$ cat src/rtl/phased_cache_pkg.sv
// Shared types, sizes and helpers for the phased cache controller.
package phased_cache_pkg;

    localparam int unsigned NUM_WAYS = 4;
    localparam int unsigned NUM_SETS = 4;
    localparam int unsigned IDX_W    = 2;

    typedef enum logic [2:0] {
        IDLE = 3'd0,
        TAG  = 3'd1,
        DATA = 3'd2,
        MISS = 3'd3,
        FILL = 3'd4,
        RESP = 3'd5
    } state_t;

    // One-hot of the lowest set bit; all zeros when nothing is set.
    function automatic logic [NUM_WAYS-1:0] lowest_one_hot(input logic [NUM_WAYS-1:0] v);
        logic [NUM_WAYS-1:0] r;
        r = '0;
        for (int i = NUM_WAYS - 1; i >= 0; i--) begin
            if (v[i]) begin
                r    = '0;
                r[i] = 1'b1;
            end
        end
        return r;
    endfunction

endpackage

$ cat src/rtl/repl_ptr_bank.sv
// Per-set round-robin replacement pointers, used only when a set is full.
module repl_ptr_bank
    import phased_cache_pkg::*;
(
    input  logic             clk,
    input  logic             reset,
    input  logic [IDX_W-1:0] i_index,
    input  logic             i_inc_en,
    output logic [IDX_W-1:0] o_ptr
);

    logic [IDX_W-1:0] r_ptr [NUM_SETS];

    assign o_ptr = r_ptr[i_index];

    // Clear all pointers on reset; bump the addressed pointer on a full-set fill.
    always_ff @(posedge clk) begin
        if (reset) begin
            // NOTE: this array is only four 2-bit flops, so it is reset like ordinary state;
            // a real RAM-backed array would not be reset element by element.
            for (int i = 0; i < NUM_SETS; i++) begin
                r_ptr[i] <= '0;
            end
        end else if (i_inc_en) begin
            // 2-bit add wraps 3 -> 0 on its own.
            r_ptr[i_index] <= r_ptr[i_index] + IDX_W'(1);
        end
    end

endmodule

$ cat src/rtl/phased_cache_ctrl.sv
// Sequencing controller for a 4-way, 4-set phased cache: tag phase first,
// then a data read of the hit way only, or a memory fetch and fill on a miss.
module phased_cache_ctrl
    import phased_cache_pkg::*;
(
    input  logic                clk,
    input  logic                reset,
    input  logic                req_valid,
    input  logic [IDX_W-1:0]    req_index,
    output logic                req_ready,
    input  logic [NUM_WAYS-1:0] way_valid,
    input  logic [NUM_WAYS-1:0] tag_match,
    output logic [IDX_W-1:0]    cur_index,
    output logic [NUM_SETS-1:0] cur_index_dec,
    output logic                tag_rd_en,
    output logic                data_rd_en,
    output logic [NUM_WAYS-1:0] data_way_sel,
    output logic [NUM_WAYS-1:0] way_load,
    output logic                mem_req,
    input  logic                mem_ack,
    output logic                resp_valid,
    output logic                resp_hit
);

    state_t              r_state;
    logic [IDX_W-1:0]    r_cur_index;
    logic [NUM_WAYS-1:0] r_victim;
    logic                r_victim_rr;
    logic                r_req_ready;
    logic                r_tag_rd_en;
    logic                r_data_rd_en;
    logic [NUM_WAYS-1:0] r_data_way_sel;
    logic [NUM_WAYS-1:0] r_way_load;
    logic                r_mem_req;
    logic                r_resp_valid;
    logic                r_resp_hit;

    logic [NUM_WAYS-1:0] w_hit_vec;
    logic [NUM_WAYS-1:0] w_hit_way;
    logic [NUM_WAYS-1:0] w_victim;
    logic                w_all_valid;
    logic [IDX_W-1:0]    w_rr_ptr;
    logic                w_rr_inc;

    assign w_hit_vec   = tag_match & way_valid;
    assign w_hit_way   = lowest_one_hot(w_hit_vec);
    assign w_all_valid = &way_valid;
    // Prefer an empty way; only a full set consumes the round-robin pointer.
    assign w_victim    = w_all_valid ? (NUM_WAYS'(1) << w_rr_ptr) : lowest_one_hot(~way_valid);
    // The pointer advances at the end of the fill cycle, and only for full-set replacement.
    assign w_rr_inc    = (r_state == FILL) && r_victim_rr;

    repl_ptr_bank u_repl_ptr_bank (
        .clk      (clk),
        .reset    (reset),
        .i_index  (r_cur_index),
        .i_inc_en (w_rr_inc),
        .o_ptr    (w_rr_ptr)
    );

    // Access sequencer; outputs are registered alongside the state they belong to.
    always_ff @(posedge clk) begin
        if (reset) begin
            r_state        <= IDLE;
            r_cur_index    <= '0;
            r_victim       <= '0;
            r_victim_rr    <= 1'b0;
            r_req_ready    <= 1'b1;
            r_tag_rd_en    <= 1'b0;
            r_data_rd_en   <= 1'b0;
            r_data_way_sel <= '0;
            r_way_load     <= '0;
            r_mem_req      <= 1'b0;
            r_resp_valid   <= 1'b0;
            r_resp_hit     <= 1'b0;
        end else begin
            // NOTE: these defaults are non-blocking too; a later assignment in the case
            // below overrides them for this edge, which keeps every strobe single-cycle.
            r_req_ready    <= 1'b0;
            r_tag_rd_en    <= 1'b0;
            r_data_rd_en   <= 1'b0;
            r_data_way_sel <= '0;
            r_way_load     <= '0;
            r_mem_req      <= 1'b0;
            r_resp_valid   <= 1'b0;
            r_resp_hit     <= 1'b0;
            case (r_state)
                IDLE: begin
                    if (req_valid) begin
                        r_cur_index <= req_index;
                        r_tag_rd_en <= 1'b1;
                        r_state     <= TAG;
                    end else begin
                        r_req_ready <= 1'b1;
                    end
                end
                TAG: begin
                    if (|w_hit_vec) begin
                        r_data_rd_en   <= 1'b1;
                        r_data_way_sel <= w_hit_way;
                        r_resp_valid   <= 1'b1;
                        r_resp_hit     <= 1'b1;
                        r_state        <= DATA;
                    end else begin
                        r_victim    <= w_victim;
                        r_victim_rr <= w_all_valid;
                        r_mem_req   <= 1'b1;
                        r_state     <= MISS;
                    end
                end
                DATA: begin
                    r_req_ready <= 1'b1;
                    r_state     <= IDLE;
                end
                MISS: begin
                    if (mem_ack) begin
                        r_way_load     <= r_victim;
                        r_data_way_sel <= r_victim;
                        r_state        <= FILL;
                    end else begin
                        r_mem_req <= 1'b1;
                    end
                end
                FILL: begin
                    r_resp_valid <= 1'b1;
                    r_state      <= RESP;
                end
                RESP: begin
                    r_req_ready <= 1'b1;
                    r_state     <= IDLE;
                end
                default: begin
                    r_req_ready <= 1'b1;
                    r_state     <= IDLE;
                end
            endcase
        end
    end

    assign req_ready     = r_req_ready;
    assign cur_index     = r_cur_index;
    assign cur_index_dec = NUM_SETS'(1) << r_cur_index;
    assign tag_rd_en     = r_tag_rd_en;
    assign data_rd_en    = r_data_rd_en;
    assign data_way_sel  = r_data_way_sel;
    assign way_load      = r_way_load;
    assign mem_req       = r_mem_req;
    assign resp_valid    = r_resp_valid;
    assign resp_hit      = r_resp_hit;

endmodule

$ cat config.mk
export PLATFORM = sky130hd
export DESIGN_NAME = phased_cache_ctrl
export DESIGN_NICKNAME = d
export VERILOG_FILES = /design/src/rtl/phased_cache_pkg.sv /design/src/rtl/repl_ptr_bank.sv /design/src/rtl/phased_cache_ctrl.sv
export SDC_FILE = /design/constraint.sdc
export NUM_CORES = 1
export LEC_CHECK = 0
export ABC_AREA = 1
export CAP_MARGIN = 0
export CORE_MARGIN = 3
export CORE_UTILIZATION = 40
export DETAILED_ROUTE_END_ITERATION = 8
export PLACE_DENSITY = 0.66
export SLEW_MARGIN = 40
export SYNTH_ARGS = -nofsm -noshare
export SYNTH_HDL_FRONTEND = slang
export SYNTH_HIERARCHICAL = 1
export SYNTH_SLANG_ARGS = --single-unit
export TNS_END_PERCENT = 100
$ cat constraint.sdc
create_clock -name clk -period 1.95 [get_ports clk]
set_input_delay 0.585 -clock clk [delete_from_list [all_inputs] [get_ports clk]]
set_output_delay 0.585 -clock clk [all_outputs]
set_load 0.02 [all_outputs]
======== Word level (Yosys, flattened, before mapping) ========
Memories as Yosys holds them, arrays and structs flattened. A register that Yosys moved wholly into a read port is not among the register bits.
Index checks and enable logic that the tools add are counted.
storage, ports and cells
  register bits after elaboration ......... 23
  bits in writable memories ............... 8
  input bits .............................. 14
  output and inout bits ................... 20
  word-level logic and storage cells ...... 72
  memories ................................ 1
memory list
  name                   depth  bits a word  rd ports  clocked after memory_dff  write ports  line                 source
  u_repl_ptr_bank.r_ptr  4      2            1         1                         4            repl_ptr_bank.sv:12  logic [IDX_W-1:0] r_ptr [NUM_SETS];
operators by class
  $add $sub $neg .......................... 1
  equality and inequality tests ........... 5
  shift operators ......................... 2
  mux-type cells .......................... 34
  bitwise logic cells ..................... 6
  reduce and logical (&&, ||, !) cells .... 12
operator list
  cell                 number
  $mux 4               11
  $mux 1               12
  $pmux 3 s4           1
  $mux 2               4
  $pmux 4 s2           1
  $reduce_or 2->1      4
  $shl 1x2->4 const A  2
  $mux 3               2
  $pmux 1 s2           3
  $reduce_and 2->1     3
  $and 4x4->4          1
  $ne 2x2->1 const B   2
  $not 1->1            4
  $not 4->4            1
  $reduce_and 4->1     1
  $reduce_or 4->1      1
  $eq 3x1->1 const B   1
  $eq 3x2->1 const B   1
  $eq 3x3->1 const B   1
  $logic_not 3->1      1
  $reduce_or 3->1      1
  $add 2x1->2 const B  1
  $logic_and 1x1->1    1

======== Depth between registers and ports, before layout ========
Gate-level depths: netlist of the first run.
  word-level depth ........................ 7
  mapped depth ............................ 12
  mapped depth without buffers ............ 11

======== By module ========
Netlist of the first run, hierarchy kept.
modules (own cells, without submodules)
  module             times used  cells each  area an instance (um^2)  sequential area each (um^2)
  phased_cache_ctrl  1           132         982.2                    460.4
  repl_ptr_bank      1           56          467.9                    240.2

======== Worst setup path after synthesis of the first run ========
Ideal clock, no wire load.
  kind .................................... reg-to-output
  start ................................... reg r_cur_index[1], in the netlist cur_index[1]
  end ..................................... out cur_index_dec[2]
  arrival time ............................ 991 ps
  data required time ...................... 1365 ps
  setup slack ............................. 374 ps
  stages on the path, launching flop included .. 3
  buffers on the path ..................... 0
  path through ............................ dfxtp_1 inv_1 nor2_1
on the way
  cells in the longest elaborated chain, start to end .. 1
RTL lines
  item                      line                      source
  start: declaration        phased_cache_ctrl.sv:26   logic [IDX_W-1:0] r_cur_index;
  start signal: assignment  phased_cache_ctrl.sv:90   r_cur_index <= req_index;
  $shl 1x2->4               phased_cache_ctrl.sv:142  assign cur_index_dec = NUM_SETS'(1) << r_cur_index;
  end: declaration          phased_cache_ctrl.sv:14   output logic [NUM_SETS-1:0] cur_index_dec,
No other way between the ends.

==> summary.md, run 1 <==
| Metric | Value |
|---|---|
| Run status | completed |
| WP data required | about 1.4 ns |
| Buf+Inv Stages, Crit Path | 1 |
| Min-Delay Path Class | flop to flop |
| DR vias | ~1300 |
| Area growth, synth to finish | 30.80% |
| Root Buffer | clkbuf_4 |
| Cell family with most CP delay | buffers and inverters |
| Fin Clk Skew | roughly 0.0081 ns |
| Die X | ~66 um |
| Drt first pass iters | 4 |
| Synth top area share | around a third |
| Post-synth cell types | 22 |
| Synthesis Warnings | 6 |
| Startpoint types | flop |
| Fillers | 347 |
| Worst-case clock buffer depth | 2 |
| RSZ-0062 raised after global routing | false |
| Initial antenna violation count | 0 |
| Site row count | 21 |
| Most common cell after layout, fill and taps aside | nand2_1 |
| Vias per cell | approximately 4.6 |
| DRC | 0 |
| Global-route usage over all layers | ~16% |
| CTS Sinks | 31 |
| WS Path Type | flop to primary output |
| Fin nets | 244 |
| Synth Instances | 188 |
| Register area share after synthesis | 48.32% |
| CTS H-tree depth | 2 |
| RD Place Congestion | 0.7679 |
| Starting density of the core | 42.45% |
| Post-DP HPWL | 2384 um |
| Wirelength, routed | 3000 um |
| Clk_lat worst skew | 0.33 ns |
| Die Y | roughly 66 um |
| # IOs | 34 |
| Pin count of the biggest net entering global routing | 11 |
| Crit-path slowest cell | clkdlybuf4s50_1 |
| Avg Inst Size Synth | 7.714 um^2 |
| Period utilisation layout | a little over nine tenths |
| Critical Path Sink Type | primary output |
| Final setup fails | 0 |
| Total Negative Setup Slacks | 0 ns |
| Max Cap Viol | 0 |
| Remaining global-route overflow | 0 |
| Finished Layout Cells | between 200 and 300 |
| Crit path cell chain | clkdlybuf4s50_1 |
| Rel. slew slack | around 79% |
| First-pass GRT wire length | just over 5000 um |
| Lkg Pwr | about 0.83 nW |
| Transition time at the pin with the least slew margin | 0.3212 ns |
| CP max stage delay | ~0.6 ns |
| Antenna Diode Count | 0 |
| Die area | about 4400 um^2 |
| DR WL/cell | between 10 and 15 um |
| Power Dens Cells | 741.1 nW/um^2 |
| Routed Antenna Nets | 0 |
| Post-CTS Setup Bufs | 0 |
| Minimum clock period | about 1.8 ns |
| WP data arrival | between 1 and 1.5 ns |
| Proportion of layout cells with a drive suffix above 1 | 16.88% |
| Initial DRC Count | 36 |
| CTS tree | built |
| Number of global-route vias before repair | approximately 1200 |
| Max IR drop VDD | between 400 and 500 uV |
| Port bufs | 33 |
| Area contributors post-synth | dfxtp_1 32%, edfxtp_1 17%, nand2_1 13% |
| Cell Area, Synth | roughly 1500 um^2 |
| Most frequent cells in the layout | 49 x nand2_1, 28 x nor2_1, 27 x clkdlybuf4s50_1, 23 x dfxtp_1, 17 x inv_1 |
| Area leader, netlist | dfxtp_1 |
| Final hold violation count | 0 |
| Max FO, Critical Path | 2 |
| Core ar. | 3416 um^2 |
| TritonCTS buffer count | 5 |
| Flops & latches, synth | 31 |
| Dpl cells | ~270 |
| Mapped Nets | 202 |
| Slew Limit Fails | 0 |
| CTS clk-pin slew, worst paths | ~0.10 ns |
| Max Clk Rate | roughly 0.54 GHz |
per-layer routing:
metal  share of wire (%)  wire [um]  vias to the layer above  GRT usage [%]
li1                    -          -                      682              -
met1                  48       1451                      550          20.40
met2                  45       1360                       22          23.54
met3                 4.3        129                        7          4.592
met4                 2.0         59                        0          7.614
met5                   0          0                        -              0
Yosys cell counts (all sizes together):
library cell   n
inv           21
buf            4
o21ai          6
nand3         17
nor2          33
nor3           2
dfxtp         23
a21oi         10
nand4          1
o22ai          3
edfxtp         8
nand2         60
worst paths after layout:
path                             startpoint                           to  slack (ns)  cells after the start
worst min-delay path            r_victim_rr                  r_victim_rr        0.46                      2
worst max-delay path               resp_hit                   data_rd_en        0.10                      1
worst min register to register  r_victim_rr                  r_victim_rr        0.46                      2
worst max register to register   r_state[1]  u_repl_ptr_bank/r_ptr[2][1]        0.31                      7
where the power goes:
part           switching, mW  total [mW]  internal, mW
logic                  0.206       0.338         0.132
clock network          0.220       0.353         0.134
registers             0.0228       0.715         0.692
total                  0.448        1.41         0.957
cell type report:
| type | instances | area (um^2) | share of cell area [%] |
|---|---|---|---|
| clock buffers | 5 | 37.54 | 1.979 |
| clock inverters | 3 | 15.01 | 0.7916 |
| inverters | 21 | 81.33 | 4.288 |
| multi-input cells | 132 | 636.9 | 33.58 |
| flip-flops and latches | 31 | 700.7 | 36.94 |
| well taps | 46 | 57.56 | 3.034 |
| repair buffers | 39 | 367.9 | 19.39 |
flip-flops by register name, indices dropped and copies added, names as in the netlist, 2 cells and up:
signal and cells:
cur_index 2, data_way_sel 4, r_state 3, r_victim 4
u_repl_ptr_bank/r_ptr 8, way_load 4
cells by family (layout without fill, tap and decap cells):
| family | after synthesis | in the layout | share of synthesized area (%) |
|---|---|---|---|
| buffers and inverters | 25 | 68 | 7.765 |
| DFF | 31 | 31 | 48.32 |
| AOI/OAI and AO/OA | 19 | 19 | 7.334 |
| and+or+nand+nor | 113 | 113 | 36.58 |
per-stage QoR:
| stage | power, mW | cell area, um^2 | worst slack [ns] | hold slack (ns) | utilization [%] |
|---|---|---|---|---|---|
| finish | 1.406 | 1897 | 0.1027 | 0.4625 | 55.53 |
| global route | 1.502 | 1897 | 0.02223 | 0.5030 | 55.53 |
| CTS | 1.423 | 1897 | 0.08144 | 0.4706 | 55.53 |
| detailed placement | 1.081 | 1852 | 0.04245 | 0.4568 | 54.21 |
| global placement | 1.078 | 1852 | 0.05779 | 0.4540 | 54.21 |
| floorplan | 0.9489 | 1450 | 0.3741 | 0.4390 | - |
repair_timing:
action / CTS / global route
endpoints found under the setup margin: 6 / 0
gates resized for setup: 6 / 0
hold buffers: 0 / 0
No activity file was read; power rests on OpenSTA's default activity.
==> run 2: changes to the inputs <==
--- a/config.mk
+++ b/config.mk
@@ -6,11 +6,11 @@
 export NUM_CORES = 1
 export LEC_CHECK = 0
 export ABC_AREA = 1
-export CAP_MARGIN = 0
 export CORE_MARGIN = 3
 export CORE_UTILIZATION = 40
 export DETAILED_ROUTE_END_ITERATION = 8
 export PLACE_DENSITY = 0.66
+export SKIP_CTS_REPAIR_TIMING = 1
 export SLEW_MARGIN = 40
 export SYNTH_ARGS = -nofsm -noshare
 export SYNTH_HDL_FRONTEND = slang
==> summary.md, run 2 (synthesized netlist as in run 1, its figures left out) <==
| Metric | Value |
|---|---|
| DR vias | 1269 (+0.63%) |
| Lkg Pwr | 0.8955 nW (+8.0%) |
| Startpoint types | flop |
| Worst setup startpoint | resp_hit |
| Max reg flops | 8 (unchanged) |
| Starting density of the core | 42.45% (unchanged) |
| Cell family with most CP delay | buffers and inverters |
| Site row count | 21 (unchanged) |
| Fin Clk Skew | 0.008433 ns (+0.0003804 ns) |
| Biggest register | u_repl_ptr_bank/r_ptr |
| Hold path depth | 2 (unchanged) |
| Antenna Diode Count | 0 (unchanged) |
| WP data arrival | 1.26 ns (about the same) |
| Global-route usage over all layers | 15.68% (unchanged) |
| Die X | 66.21 um (unchanged) |
| Remaining global-route overflow | 0 (unchanged) |
| Vias per cell | 4.581 (+0.63%) |
| Post-DP Area | 1852 um^2 (unchanged) |
| Most common cell after layout, fill and taps aside | nand2_1 |
| R2R depth | 7 (unchanged) |
| RD Place Congestion | 0.7679 (unchanged) |
| Total Negative Setup Slacks | 0 ns (unchanged) |
| Wirelength, routed | 3049 um (+1.6%) |
| Slew Limit Fails | 0 (unchanged) |
| CP max stage delay | 0.60 ns (about the same) |
| Minimum clock period | 1.847 ns (+0.0001890 ns) |
| Run status | completed |
| Buf+Inv Stages, Crit Path | 1 (unchanged) |
| Reg-to-Reg Start | r_state[1] |
| Area growth, synth to finish | 32.36% |
| WP data required | 1.36 ns (about the same) |
| WHS | 0.4624 ns (-0.00005100 ns) |
| Max FO, Critical Path | 2 (unchanged) |
| DR WL/cell | 11.01 um (+1.6%) |
| Critical Path Sink Type | primary output |
| Final hold violation count | 0 (unchanged) |
| Core ar. | 3416 um^2 (unchanged) |
| Rel. slew slack | 78.49% (about the same) |
| Period utilisation layout | 94.74% (about the same) |
| Max IR drop VDD | 446.7 uV (about the same) |
| DRC | 0 (unchanged) |
| Crit path cell chain | clkdlybuf4s50_1 |
| TritonCTS buffer count | 5 (unchanged) |
| Drt first pass iters | 4 (unchanged) |
| CTS tree | built |
| Number of global-route vias before repair | 1167 (unchanged) |
| WS Path Type | flop to primary output |
| Final setup fails | 0 (unchanged) |
| Max Clk Rate | 0.5413 GHz (about the same) |
| Root Buffer | clkbuf_4 |
| Power Dens Cells | 736.9 nW/um^2 (-0.56%) |
| Most frequent cells in the layout | 49 x nand2_1, 28 x nor2_1, 27 x clkdlybuf4s50_1, 23 x dfxtp_1, 17 x inv_1 |
| Pin count of the biggest net entering global routing | 11 (unchanged) |
| Final Power | 1.414 mW (+0.62%) |
| Die Y | 66.21 um (unchanged) |
| Worst-case clock buffer depth | 2 (unchanged) |
| Reg2Reg Setup Slack | 0.31 ns (about the same) |
| Fillers | 339 (-2.3%) |
| Min-Delay Path Class | flop to flop |
| Critical hold path startpoint | r_victim_rr |
| Initial DRC Count | 38 (+5.6%) |
| Port bufs | 33 (unchanged) |
| Post-DP HPWL | 2384 um (unchanged) |
| First-pass GRT wire length | 5188 um (unchanged) |
| Die area | 4384 um^2 (unchanged) |
| Max Cap Viol | 0 (unchanged) |
| Proportion of layout cells with a drive suffix above 1 | 16.88% (unchanged) |
| Post-route cell area | 1919 um^2 (+1.2%) |
| CTS H-tree depth | 2 (unchanged) |
| Clk_lat worst skew | 0.33 ns (about the same) |
| Transition time at the pin with the least slew margin | 0.3223 ns (+0.001036 ns) |
| CTS clk-pin slew, worst paths | 0.10 ns (about the same) |
| Routed Antenna Nets | 0 (unchanged) |
| Crit-path slowest cell | clkdlybuf4s50_1 |
| Fin nets | 244 (unchanged) |
| Hold EP | r_victim_rr |
| Initial antenna violation count | 0 (unchanged) |
| Reg-to-Reg End | u_repl_ptr_bank/r_ptr[2][1] |
| RSZ-0062 raised after global routing | false |
| CTS Sinks | 31 (unchanged) |
| # IOs | 34 (unchanged) |
run 2: cell count changes in the layout (fill, tap and decap cells not counted), sizes merged:
cell	delta
dlygate4sd2	-6
dlymetal6s2s	+6
run 2: worst max-delay path by stage:
stage / cells past startpoint / slack, ns / end
final: 1 / 0.10 / data_rd_en
after global routing: 1 / 0.02 / data_rd_en
after CTS: 3 / -0.18 / cur_index_dec[1]
after detailed placement: 7 / 0.04 / r_victim[1]
after global placement: 7 / 0.06 / r_victim[0]
after floorplan: 2 / 0.37 / cur_index_dec[2]
run 2: routing by layer:
metal / wire length [um] / track usage, % / part of all wire, %
met5: 0 / 0 / 0
met2: 1404 / 23.54 / 46
met4: 59 / 7.614 / 1.9
met1: 1423 / 20.40 / 47
met3: 161 / 4.592 / 5.3
run 2: final cells by class:
cell class                 instances  area (um^2)  share of cell area (%)
clock buffer                       5        37.54                   1.956
clock inverter                     3        15.01                  0.7823
inverter                          21        81.33                   4.237
multi-input combinational        132        636.9                   33.18
sequential                        31        700.7                   36.51
tap                               46        57.56                   2.999
timing repair buffer              39        390.4                   20.34
run 2: per-stage QoR:
step | util (%) | cells | worst slack [ns]
final | 56.19 | 277 | 0.1025
after global routing | 56.19 | 277 | 0.02456
after CTS | 55.75 | 277 | -0.1805
after detailed placement | 54.21 | 269 | 0.04245
after global placement | 54.21 | 269 | 0.05779
after floorplan | - | 188 | 0.3741
run 2: where the power goes:
group	internal (mW)	leakage (nW)	switching (mW)
registers	0.692	0.270	0.0227
logic	0.139	0.591	0.208
clock network	0.134	0.0347	0.220
total	0.965	0.896	0.450
==> run 3: changes to the inputs <==
==> constraint.sdc (replaced) <==
create_clock -name clk -period 2 [get_ports clk]
set_input_delay 0.6 -clock clk [delete_from_list [all_inputs] [get_ports clk]]
set_output_delay 0.6 -clock clk [all_outputs]
set_load 0.02 [all_outputs]
==> summary.md, run 3 (synthesized netlist as in run 1, its figures left out) <==
| Metric | Value |
|---|---|
| Final setup margin | 0.05212 ns (-0.05039 ns) |
| RSZ-0062 raised after global routing | false |
| Wirelength, routed | 2886 um (-5.3%) |
| Minimum clock period | around 1.9 ns |
| WP data arrival | 1.35 ns (+0.09 ns) |
| Port bufs | 33 (unchanged) |
| DRC | 0 (unchanged) |
| Core ar. | 3416 um^2 (unchanged) |
| Post-Route Utilization | 56.12% (-0.073 points) |
| Post-DP HPWL | 2315 um (-2.9%) |
| WP data required | 1.40 ns (+0.04 ns) |
| Final setup fails | 0 (unchanged) |
| Clk_lat worst skew | 0.33 ns (about the same) |
| Buf+Inv Stages, Crit Path | 1 (unchanged) |
| CP max stage delay | 0.64 ns (+0.04 ns) |
| Final Power | 1.375 mW (-2.8%) |
| Vias per cell | 4.560 (-0.47%) |
| Pre-CTS worst setup slack | 0.08228 ns (+0.03983 ns) |
| Hold path depth | 2 (unchanged) |
| Fillers | 325 (-4.1%) |
| Crit-path slowest cell | clkdlybuf4s50_1 |
| Most common cell after layout, fill and taps aside | nand2_1 |
| Reg-to-Reg Start | r_state[1] |
| Starting density of the core | 42.45% (unchanged) |
| Initial antenna violation count | 0 (unchanged) |
| Proportion of layout cells with a drive suffix above 1 | 17.75% (+0.87 points) |
| Transition time at the pin with the least slew margin | 0.2578 ns (-0.06448 ns) |
| Site row count | 21 (unchanged) |
| Max Clk Rate | a little over 0.5 GHz |
| Lkg Pwr | 0.8659 nW (-3.3%) |
| Crit path cell chain | clkdlybuf4s50_1 |
| Reg2Reg Setup Slack | 0.37 ns (+0.06 ns) |
| Max IR drop VDD | 559.3 uV (+25%) |
| Startpoint types | flop |
| Post-route cell area | 1917 um^2 (-0.13%) |
| Pin count of the biggest net entering global routing | 11 (unchanged) |
| Die X | 66.21 um (unchanged) |
| Run status | completed |
| Biggest register | u_repl_ptr_bank/r_ptr |
| Cell family with most CP delay | buffers and inverters |
| CTS tree | built |
| Slew Limit Fails | 0 (unchanged) |
| Critical Path Sink Type | primary output |
| # IOs | 34 (unchanged) |
| Post-DP Area | 1852 um^2 (unchanged) |
| Max FO, Critical Path | 6 (+4) |
| Fin Clk Skew | 0.006297 ns (-0.002136 ns) |
| Antenna Diode Count | 0 (unchanged) |
| CTS Sinks | 31 (unchanged) |
| R2R depth | 7 (unchanged) |
| CTS H-tree depth | 2 (unchanged) |
| Drt first pass iters | 4 (unchanged) |
| CTS clk-pin slew, worst paths | 0.10 ns (about the same) |
| Min-Delay Path Class | flop to flop |
| Sequential cell area | 703.2 um^2 (+0.36%) |
| Die area | 4384 um^2 (unchanged) |
| Most frequent cells in the layout | 49 x nand2_1, 29 x clkdlybuf4s50_1, 28 x nor2_1, 21 x dfxtp_1, 17 x inv_1 |
| DR WL/cell | 10.42 um (-5.3%) |
| Reg-to-Reg End | u_repl_ptr_bank/r_ptr[2][1] |
| DR vias | 1263 (-0.47%) |
| Fin nets | 244 (unchanged) |
| Root Buffer | clkbuf_4 |
| RD Place Congestion | 0.7685 (about the same) |
| Critical hold path startpoint | r_victim_rr |
| Area of the multi-input gates | 636.9 um^2 (unchanged) |
| Remaining global-route overflow | 0 (unchanged) |
| TritonCTS buffer count | 5 (unchanged) |
| Hold EP | r_victim_rr |
| Area growth, synth to finish | 32.18% |
| WHS | 0.4650 ns (+0.002606 ns) |
| Period utilisation layout | 97.39% |
| Rel. slew slack | 82.77% (+4.3 points) |
| Worst-case clock buffer depth | 2 (unchanged) |
| Final hold violation count | 0 (unchanged) |
| Number of global-route vias before repair | 1199 (+2.7%) |
| Initial DRC Count | 32 (-16%) |
| Max reg flops | 8 (unchanged) |
| Max Cap Viol | 0 (unchanged) |
| Routed Antenna Nets | 0 (unchanged) |
| Global-route usage over all layers | 14.95% (-0.74 points) |
| First-pass GRT wire length | 4961 um (-4.4%) |
| Die Y | 66.21 um (unchanged) |
| WS Path Type | flop to primary output |
| Power Dens Cells | 717.1 nW/um^2 (-2.7%) |
==> run 3: cell count changes in the layout (fill, tap and decap cells not counted) <==
cell             delta
clkdlybuf4s50_1     +2
dfxtp_1             -2
dfxtp_2             +2
dlymetal6s2s_1      -2
==> run 3: cell type report <==
type                    instances  area share, %
repair buffers                 39          20.10
inverters                      21          4.243
flip-flops and latches         31          36.68
clock buffers                   5          1.958
clock inverters                 3         0.7833
well taps                      46          3.003
multi-input cells             132          33.22
==> run 3: worst max path at each step <==
stage | from | to | slack [ns] | depth (start not counted)
2_1_floorplan | cur_index[1] | cur_index_dec[2] | 0.41 | 2
3_3_place_gp | way_valid[0] | r_victim[1] | 0.11 | 7
3_5_place_dp | way_valid[0] | r_victim[1] | 0.08 | 7
4_1_cts | cur_index[0] | cur_index_dec[1] | -0.14 | 3
5_1_grt | cur_index[1] | cur_index[1] | 0.004 | 1
6_report | cur_index[1] | cur_index[1] | 0.05 | 1
==> run 3: metal layers <==
metal / global-route usage (%) / part of all wire, %
met4: 7.614 / 2.5
met5: 0 / 0
met2: 22.92 / 45
met1: 19.70 / 49
met3: 3.061 / 3.2
==> run 3: stage by stage <==
stage	instances	TNS, ns
final	277	0
after global routing	277	0
after CTS	277	-0.4126
after detailed placement	269	0
after global placement	269	0
after floorplan	188	0
==> run 3: where the power goes <==
group	total (mW)	switching, mW	internal (mW)	leakage (nW)
combinational	0.337	0.200	0.137	0.561
clock	0.340	0.209	0.130	0.0347
sequential	0.698	0.0226	0.676	0.271
total	1.37	0.432	0.943	0.866
